[src/rtl/mux_scan_pkg.sv]
// Shared definitions for the N-channel scanning multiplexer.
package mux_scan_pkg;

    localparam int unsigned MODE_W = 2;

    typedef enum logic [MODE_W-1:0] {
        MODE_MANUAL  = 2'b00,
        MODE_SCAN_UP = 2'b01,
        MODE_SCAN_DN = 2'b10,
        MODE_FREEZE  = 2'b11
    } mode_e;

endpackage

[src/rtl/mux_scan_n_if.sv]
// Channel data, select/mode controls and registered status outputs of mux_scan_n.
interface mux_scan_n_if
    import mux_scan_pkg::*;
#(
    parameter int unsigned N_CH  = 8,
    parameter int unsigned W     = 1,
    parameter int unsigned SEL_W = $clog2(N_CH)
) ();

    logic [N_CH*W-1:0] in;
    logic [SEL_W-1:0]  sel;
    mode_e             mode;
    logic [W-1:0]      out;
    logic [SEL_W-1:0]  cur_ch;
    logic              ch_change;
    logic              sel_err;
    logic [N_CH-1:0]   led;

    modport master (
        output in, sel, mode,
        input  out, cur_ch, ch_change, sel_err, led
    );

    modport slave (
        input  in, sel, mode,
        output out, cur_ch, ch_change, sel_err, led
    );

endinterface

[src/rtl/mux_scan_n_dwell_counter.sv]
// Dwell timer: counts 0..DWELL-1 while enabled, tc flags the last cycle of a dwell.
module dwell_counter #(
    parameter int unsigned DWELL = 50_000_000,
    localparam int unsigned CNT_W = (DWELL > 1) ? $clog2(DWELL) : 1
) (
    input  logic clk,
    input  logic rst,
    input  logic en,
    input  logic clr,
    output logic tc
);

    logic [CNT_W-1:0] cnt_q, cnt_d;

    assign tc = en && (cnt_q == CNT_W'(DWELL - 1));

    always_comb begin
        cnt_d = cnt_q + CNT_W'(1);
        if (clr || !en || tc) begin
            cnt_d = '0;
        end
    end

    always_ff @(posedge clk or posedge rst) begin
        if (rst) begin
            cnt_q <= '0;
        end else begin
            cnt_q <= cnt_d;
        end
    end

endmodule

[src/rtl/mux_scan_n.sv]
// Registered N:1 multiplexer with manual select, timed up/down channel scanning and freeze.
module mux_scan_n
    import mux_scan_pkg::*;
#(
    parameter int unsigned N_CH  = 8,
    parameter int unsigned W     = 1,
    parameter int unsigned DWELL = 50_000_000,
    localparam int unsigned SEL_W = $clog2(N_CH)
) (
    input logic         clk,
    input logic         rst,
    mux_scan_n_if.slave bus
);

    localparam logic [SEL_W-1:0] LAST_CH = SEL_W'(N_CH - 1);

    logic [SEL_W-1:0] cur_ch_q, next_ch;
    logic [W-1:0]     out_q, out_d;
    logic [N_CH-1:0]  led_q, led_d;
    logic             ch_change_q;
    logic             sel_err_q, sel_err_d;
    mode_e            mode_q;
    logic             scan, mode_chg, tc, step;

    assign scan     = (bus.mode == MODE_SCAN_UP) || (bus.mode == MODE_SCAN_DN);
    assign mode_chg = (bus.mode != mode_q);
    // A mode change in the terminal-count cycle suppresses the step.
    assign step     = tc && !mode_chg;

    dwell_counter #(
        .DWELL(DWELL)
    ) u_dwell (
        .clk(clk),
        .rst(rst),
        .en (scan),
        .clr(mode_chg),
        .tc (tc)
    );

    always_comb begin
        next_ch   = cur_ch_q;
        sel_err_d = 1'b0;
        unique case (bus.mode)
            MODE_MANUAL: begin
                if (32'(bus.sel) < N_CH) next_ch = bus.sel;
                else                     sel_err_d = 1'b1;
            end
            MODE_SCAN_UP: begin
                if (step) next_ch = (cur_ch_q == LAST_CH) ? '0 : cur_ch_q + SEL_W'(1);
            end
            MODE_SCAN_DN: begin
                if (step) next_ch = (cur_ch_q == '0) ? LAST_CH : cur_ch_q - SEL_W'(1);
            end
            MODE_FREEZE: next_ch = cur_ch_q;
            default:     next_ch = cur_ch_q;
        endcase
    end

    // next_ch never exceeds N_CH-1, so only defined slices are reachable.
    always_comb begin
        out_d = '0;
        led_d = '0;
        for (int unsigned c = 0; c < N_CH; c++) begin
            if (next_ch == SEL_W'(c)) out_d = bus.in[c*W +: W];
            led_d[c] = (next_ch == SEL_W'(c));
        end
    end

    always_ff @(posedge clk or posedge rst) begin
        if (rst) begin
            mode_q      <= MODE_MANUAL;
            cur_ch_q    <= '0;
            out_q       <= '0;
            led_q       <= N_CH'(1);
            ch_change_q <= 1'b0;
            sel_err_q   <= 1'b0;
        end else begin
            mode_q      <= bus.mode;
            cur_ch_q    <= next_ch;
            led_q       <= led_d;
            ch_change_q <= (next_ch != cur_ch_q);
            sel_err_q   <= sel_err_d;
            if (bus.mode != MODE_FREEZE) out_q <= out_d;
        end
    end

    assign bus.out       = out_q;
    assign bus.cur_ch    = cur_ch_q;
    assign bus.led       = led_q;
    assign bus.ch_change = ch_change_q;
    assign bus.sel_err   = sel_err_q;

endmodule

[src/flat_wrapper.sv]
// flat-port wrapper written by rule: the top's interface ports become plain ports
module mux_scan_n_flat import mux_scan_pkg::*;
#(
    parameter int unsigned N_CH  = 8,
    parameter int unsigned W     = 1,
    parameter int unsigned DWELL = 50_000_000,
    localparam int unsigned SEL_W = $clog2(N_CH)
)
  (clk, rst, bus_in, bus_sel, bus_mode, bus_out, bus_cur_ch, bus_ch_change, bus_sel_err, bus_led);
  mux_scan_n_if #(.N_CH(N_CH), .W(W)) bus_i ();
  input logic clk;
  input logic rst;
  input wire logic [$bits(bus_i.in)-1:0] bus_in;
  input wire logic [$bits(bus_i.sel)-1:0] bus_sel;
  input wire logic [$bits(bus_i.mode)-1:0] bus_mode;
  output wire logic [$bits(bus_i.out)-1:0] bus_out;
  output wire logic [$bits(bus_i.cur_ch)-1:0] bus_cur_ch;
  output wire logic [$bits(bus_i.ch_change)-1:0] bus_ch_change;
  output wire logic [$bits(bus_i.sel_err)-1:0] bus_sel_err;
  output wire logic [$bits(bus_i.led)-1:0] bus_led;
  assign bus_i.in = bus_in;
  assign bus_i.sel = bus_sel;
  assign bus_i.mode = bus_mode;
  assign bus_out = bus_i.out;
  assign bus_cur_ch = bus_i.cur_ch;
  assign bus_ch_change = bus_i.ch_change;
  assign bus_sel_err = bus_i.sel_err;
  assign bus_led = bus_i.led;
  mux_scan_n #(.N_CH(N_CH), .W(W), .DWELL(DWELL)) u_core (.clk(clk), .rst(rst), .bus(bus_i));
endmodule
[config.mk]
export PLATFORM = sky130hd
export DESIGN_NAME = mux_scan_n_flat
export DESIGN_NICKNAME = d
export VERILOG_FILES = /design/src/rtl/mux_scan_pkg.sv /design/src/rtl/mux_scan_n_if.sv /design/src/rtl/mux_scan_n_dwell_counter.sv /design/src/rtl/mux_scan_n.sv /design/src/flat_wrapper.sv
export SDC_FILE = /design/constraint.sdc
export NUM_CORES = 1
export LEC_CHECK = 0
export CAP_MARGIN = 20
export CORE_MARGIN = 1
export CORE_UTILIZATION = 55
export DETAILED_ROUTE_END_ITERATION = 6
export PLACE_DENSITY = 0.85
export SYNTH_ARGS = -nofsm -noshare
export SYNTH_HDL_FRONTEND = slang
export SYNTH_SLANG_ARGS = --single-unit
[constraint.sdc]
create_clock -name clk -period 3.1 [get_ports clk]
set_input_delay 0.31 -clock clk [delete_from_list [all_inputs] [get_ports clk]]
set_output_delay 0.31 -clock clk [all_outputs]
set_load 0.01 [all_outputs]
==> impl_metrics.xml <==
<?xml version="1.0" encoding="UTF-8"?>
<metrics>
  <group name="die">
    <metric name="vertical_extent_of_the_die" unit="um">65.7</metric>
    <metric name="num_io_pins" unit="">29</metric>
    <metric name="rows" unit="">22</metric>
    <metric name="design.die.area" unit="um2">4320</metric>
    <metric name="floorplan.initialDensity" unit="%">59.3</metric>
    <metric name="coreArea" unit="um2">3770</metric>
    <metric name="horiz_die_dim" unit="um">65.7</metric>
  </group>
  <group name="place">
    <metric name="place_hpwl" unit="mm">3.52</metric>
    <metric name="port_buffers" unit="">27</metric>
    <metric name="detailed_place.area" unit="um2">2620</metric>
    <metric name="gp_routability_congestion" unit="">0.858</metric>
  </group>
  <group name="timing">
    <metric name="tightestPinTransition" unit="ps">753</metric>
    <metric name="totalNegativeSetupSlack" unit="ps">0</metric>
    <metric name="setup_viol" unit="">0</metric>
    <metric name="max_freq" unit="MHz">345</metric>
    <metric name="report.final.slew_viol_count" unit="">0</metric>
    <metric name="maxSlewHeadroom" unit="%">49.7</metric>
    <metric name="rsz0062_at_grt" unit="">false</metric>
    <metric name="period_minus_slack" unit="ps">2900</metric>
    <metric name="final_hold_violation_count" unit="">0</metric>
    <metric name="clock_skew" unit="ps">7.66</metric>
    <metric name="final.hold.worst_slack" unit="ps">320</metric>
    <metric name="period_share" unit="%">93.6</metric>
  </group>
  <group name="yosys">
    <metric name="synth_sequential_area_ratio" unit="%">46.0</metric>
    <metric name="synth_area" unit="um2">2230</metric>
    <metric name="synth_common_cells" unit="">sky130_fd_sc_hd__dfrtp_1, sky130_fd_sc_hd__nor2_1, sky130_fd_sc_hd__nand2_1</metric>
    <metric name="synth_ff_type" unit="">sky130_fd_sc_hd__dfrtp_1</metric>
    <metric name="synth_enable_flop_cells" unit="">0</metric>
    <metric name="syn_inst" unit="">231</metric>
    <metric name="ys.warnings.count" unit="">0</metric>
    <metric name="synthesis.nets" unit="">255</metric>
    <metric name="yosysMostFrequentCell" unit="">sky130_fd_sc_hd__dfrtp_1</metric>
    <metric name="ys_seq_elements" unit="">41</metric>
    <metric name="yosysTopAreaCellShare" unit="%">44.8</metric>
    <metric name="synth-async-reset-ratio" unit="%">100</metric>
    <metric name="yosys.cell_types.count" unit="">43</metric>
    <metric name="synthTopCellsByArea" unit="">sky130_fd_sc_hd__dfrtp_1, sky130_fd_sc_hd__xor2_1, sky130_fd_sc_hd__nor2_1, sky130_fd_sc_hd__ha_1, sky130_fd_sc_hd__xnor2_1</metric>
    <metric name="synth_area_leader_cell" unit="">sky130_fd_sc_hd__dfrtp_1</metric>
    <metric name="synthesis.area_per_instance" unit="um2">9.67</metric>
  </group>
  <group name="detailed_routing">
    <metric name="routed_wirelength" unit="mm">4.95</metric>
    <metric name="drt_first_pass_iters" unit="">4</metric>
    <metric name="post_drt_via_cell_ratio" unit="">5.68</metric>
    <metric name="route.antenna.remaining_nets" unit="">0</metric>
    <metric name="wl_per_cell" unit="um">15.2</metric>
    <metric name="drt-initial-drc-count" unit="">105</metric>
    <metric name="route.vias.total" unit="">1845</metric>
    <metric name="drc" unit="">0</metric>
  </group>
  <group name="finish">
    <metric name="layout-drive-gt1-share" unit="%">11.9</metric>
    <metric name="layout-area-overhead-vs-synth" unit="%">24.1</metric>
    <metric name="utilization" unit="%">73.6</metric>
    <metric name="fin_area" unit="um2">2770</metric>
    <metric name="nNetsFinal" unit="">300</metric>
    <metric name="diodes" unit="">0</metric>
  </group>
  <group name="clocking">
    <metric name="clock_insertion_delay_worst_skew" unit="ps">290</metric>
    <metric name="cts_tree" unit="">done</metric>
    <metric name="cts-root-to-sink-buffers" unit="">2</metric>
    <metric name="number_of_clock_sinks_seen_by_cts" unit="">41</metric>
    <metric name="clock_tree.root_cell" unit="">sky130_fd_sc_hd__clkbuf_8</metric>
    <metric name="number_of_buffers_created_by_cts" unit="">5</metric>
    <metric name="htreeDepth" unit="">2</metric>
    <metric name="cts-hold-fix-buffers" unit="">0</metric>
    <metric name="cts_clk_pin_slew_worst_paths" unit="ps">80</metric>
  </group>
  <group name="worst_setup_path">
    <metric name="timing.critical_path.buf_inv" unit="">1</metric>
    <metric name="worst-endpoint-arrival" unit="ps">3080</metric>
    <metric name="worstSetupStartpoint" unit="">u_core.u_dwell.cnt_q[8]</metric>
    <metric name="max_stage_delay" unit="ps">560</metric>
    <metric name="kind_of_end_point_of_the_critical_path" unit="">flop</metric>
    <metric name="cp-start-kind" unit="">flop</metric>
    <metric name="worst_r2r_startpoint" unit="">u_core.u_dwell.cnt_q[8]</metric>
    <metric name="required_time_worst_endpoint" unit="ps">3280</metric>
    <metric name="critical_path_peak_fanout" unit="">6</metric>
    <metric name="start_to_end_type_of_the_worst_setup_path" unit="">reg -&gt; reg</metric>
    <metric name="worst_path_cell_with_the_longest_stage_delay" unit="">sky130_fd_sc_hd__or4b_4</metric>
    <metric name="critPathTopFamily" unit="">simple AND/OR/NAND/NOR gates</metric>
    <metric name="timing.critical_path.cells" unit="">or4b_4 &gt; nor4_4 &gt; buf_4 &gt; a41o_1 &gt; a221oi_2 &gt; a221o_1 &gt; mux4_2 &gt; mux2i_1 &gt; o21ai_1</metric>
  </group>
  <group name="run_status">
    <metric name="outcome" unit="">complete, no violations</metric>
  </group>
  <group name="pwr">
    <metric name="p_per_area" unit="nW/um2">407</metric>
    <metric name="power_leakage" unit="uW">0.00116</metric>
    <metric name="power" unit="uW">1130</metric>
    <metric name="vdd.ir_drop.worst" unit="mV">0.289</metric>
  </group>
  <group name="global_routing">
    <metric name="grt_use_total" unit="%">25.7</metric>
    <metric name="pin_count_of_the_biggest_net_entering_global_routing" unit="">27</metric>
    <metric name="aggregate_global_routing_overflow" unit="">0</metric>
    <metric name="first_global_vias" unit="">1806</metric>
    <metric name="first_pass_grt_wire_length" unit="mm">8.24</metric>
    <metric name="grt_antenna_before_repair" unit="">0</metric>
  </group>
  <group name="worst_hold_path">
    <metric name="holdCritPathClass" unit="">in -&gt; reg</metric>
    <metric name="hold_path_startpoint" unit="">bus_mode[1]</metric>
  </group>
  <group name="job">
    <metric name="max_cap_viol_count" unit="">0</metric>
  </group>
</metrics>
-- stage by stage --
| stage | worst slack, ps | std cells |
|---|---|---|
| finish | 198 | 325 |
| global route | 21.8 | 325 |
| CTS | 1.13 | 323 |
| detailed placement | -499 | 312 |
| global placement | -340 | 312 |
| floorplan | 261 | 231 |
-- cell type report --
class,count,area [um2]
Clock inverter,2,10.0
Inverter,11,41.3
Clock buffer,6,72.6
Multi-Input combinational cell,175,1170
Fill cell,276,997
Tap cell,48,60.1
Sequential cell,41,1030
Timing Repair Buffer,42,388
-- per-layer routing --
metal / track usage, % / part of all wire (%) / wire (um) / vias to the layer above
li1: - / - / - / 889
met1: 33.1 / 44 / 2160 / 914
met2: 42.0 / 52 / 2570 / 36
met3: 5.21 / 2.9 / 145 / 6
met4: 10.6 / 1.5 / 72 / 0
met5: 0 / 0 / 0 / -
-- what timing repair did --
item	4_1_cts	5_1_grt
pin swaps	2	2
buffers inserted	3	2
hold endpoints to repair	0	0
resized for setup	1	7
setup endpoints to repair	1	5
-- cell families (layout without fill, tap and decap cells) --
logic type	count (synthesis)	after routing	share of synthesized area (%)
multiplexers	4	4	2.97
buffers and inverters	15	61	2.69
flip-flops	41	41	46.0
adder cells (fa/ha/maj)	9	9	5.04
AO/OA/AOI/OAI	23	23	6.78
AND/OR/NAND/NOR	112	112	26.2
XOR/XNOR	26	26	10.2
other	1	1	0.168
-- final timing paths --
check                      slack, ps                        to  cells after the start
max in group asynchronous       1880  u_core.u_dwell.cnt_q[11]                      3
min in group asynchronous        450         u_core.bus.led[4]                      2
max reg2reg                      200            u_core.bus.out                      9
min reg2reg                      480   u_core.u_dwell.cnt_q[0]                      1
max                              200            u_core.bus.out                      9
min                              320          u_core.mode_q[1]                      2
-- where the power goes --
part	switching, uW	internal, uW
clock network	174	156
logic	109	115
registers	15.4	559
-- registers in the layout, summed over array words and instances, names as in the netlist --
name                  cells
u_core.bus.ch_change      1
u_core.bus.cur_ch         3
u_core.bus.led            8
u_core.mode_q             2
u_core.u_dwell.cnt_q     26
u_core.bus.out            1
-- layout by cell type (no fill, tap or decap), types with 3 or more instances in the layout --
cell	count
sky130_fd_sc_hd__dfrtp_1	40
sky130_fd_sc_hd__nor2_1	36
sky130_fd_sc_hd__clkdlybuf4s50_1	25
sky130_fd_sc_hd__nand2_1	18
sky130_fd_sc_hd__xor2_1	17
sky130_fd_sc_hd__nand3_1	15
sky130_fd_sc_hd__buf_4	15
sky130_fd_sc_hd__inv_1	9
sky130_fd_sc_hd__xnor2_1	9
sky130_fd_sc_hd__ha_1	8
sky130_fd_sc_hd__nor3_1	7
sky130_fd_sc_hd__nand4_1	6
sky130_fd_sc_hd__o21ai_0	6
sky130_fd_sc_hd__a21oi_1	5
sky130_fd_sc_hd__clkbuf_8	5
sky130_fd_sc_hd__nor2b_1	4
sky130_fd_sc_hd__or3_1	4
sky130_fd_sc_hd__nand4b_1	3
sky130_fd_sc_hd__nand2b_1	3
sky130_fd_sc_hd__and3_1	3
(Power assumes the default switching activity.)
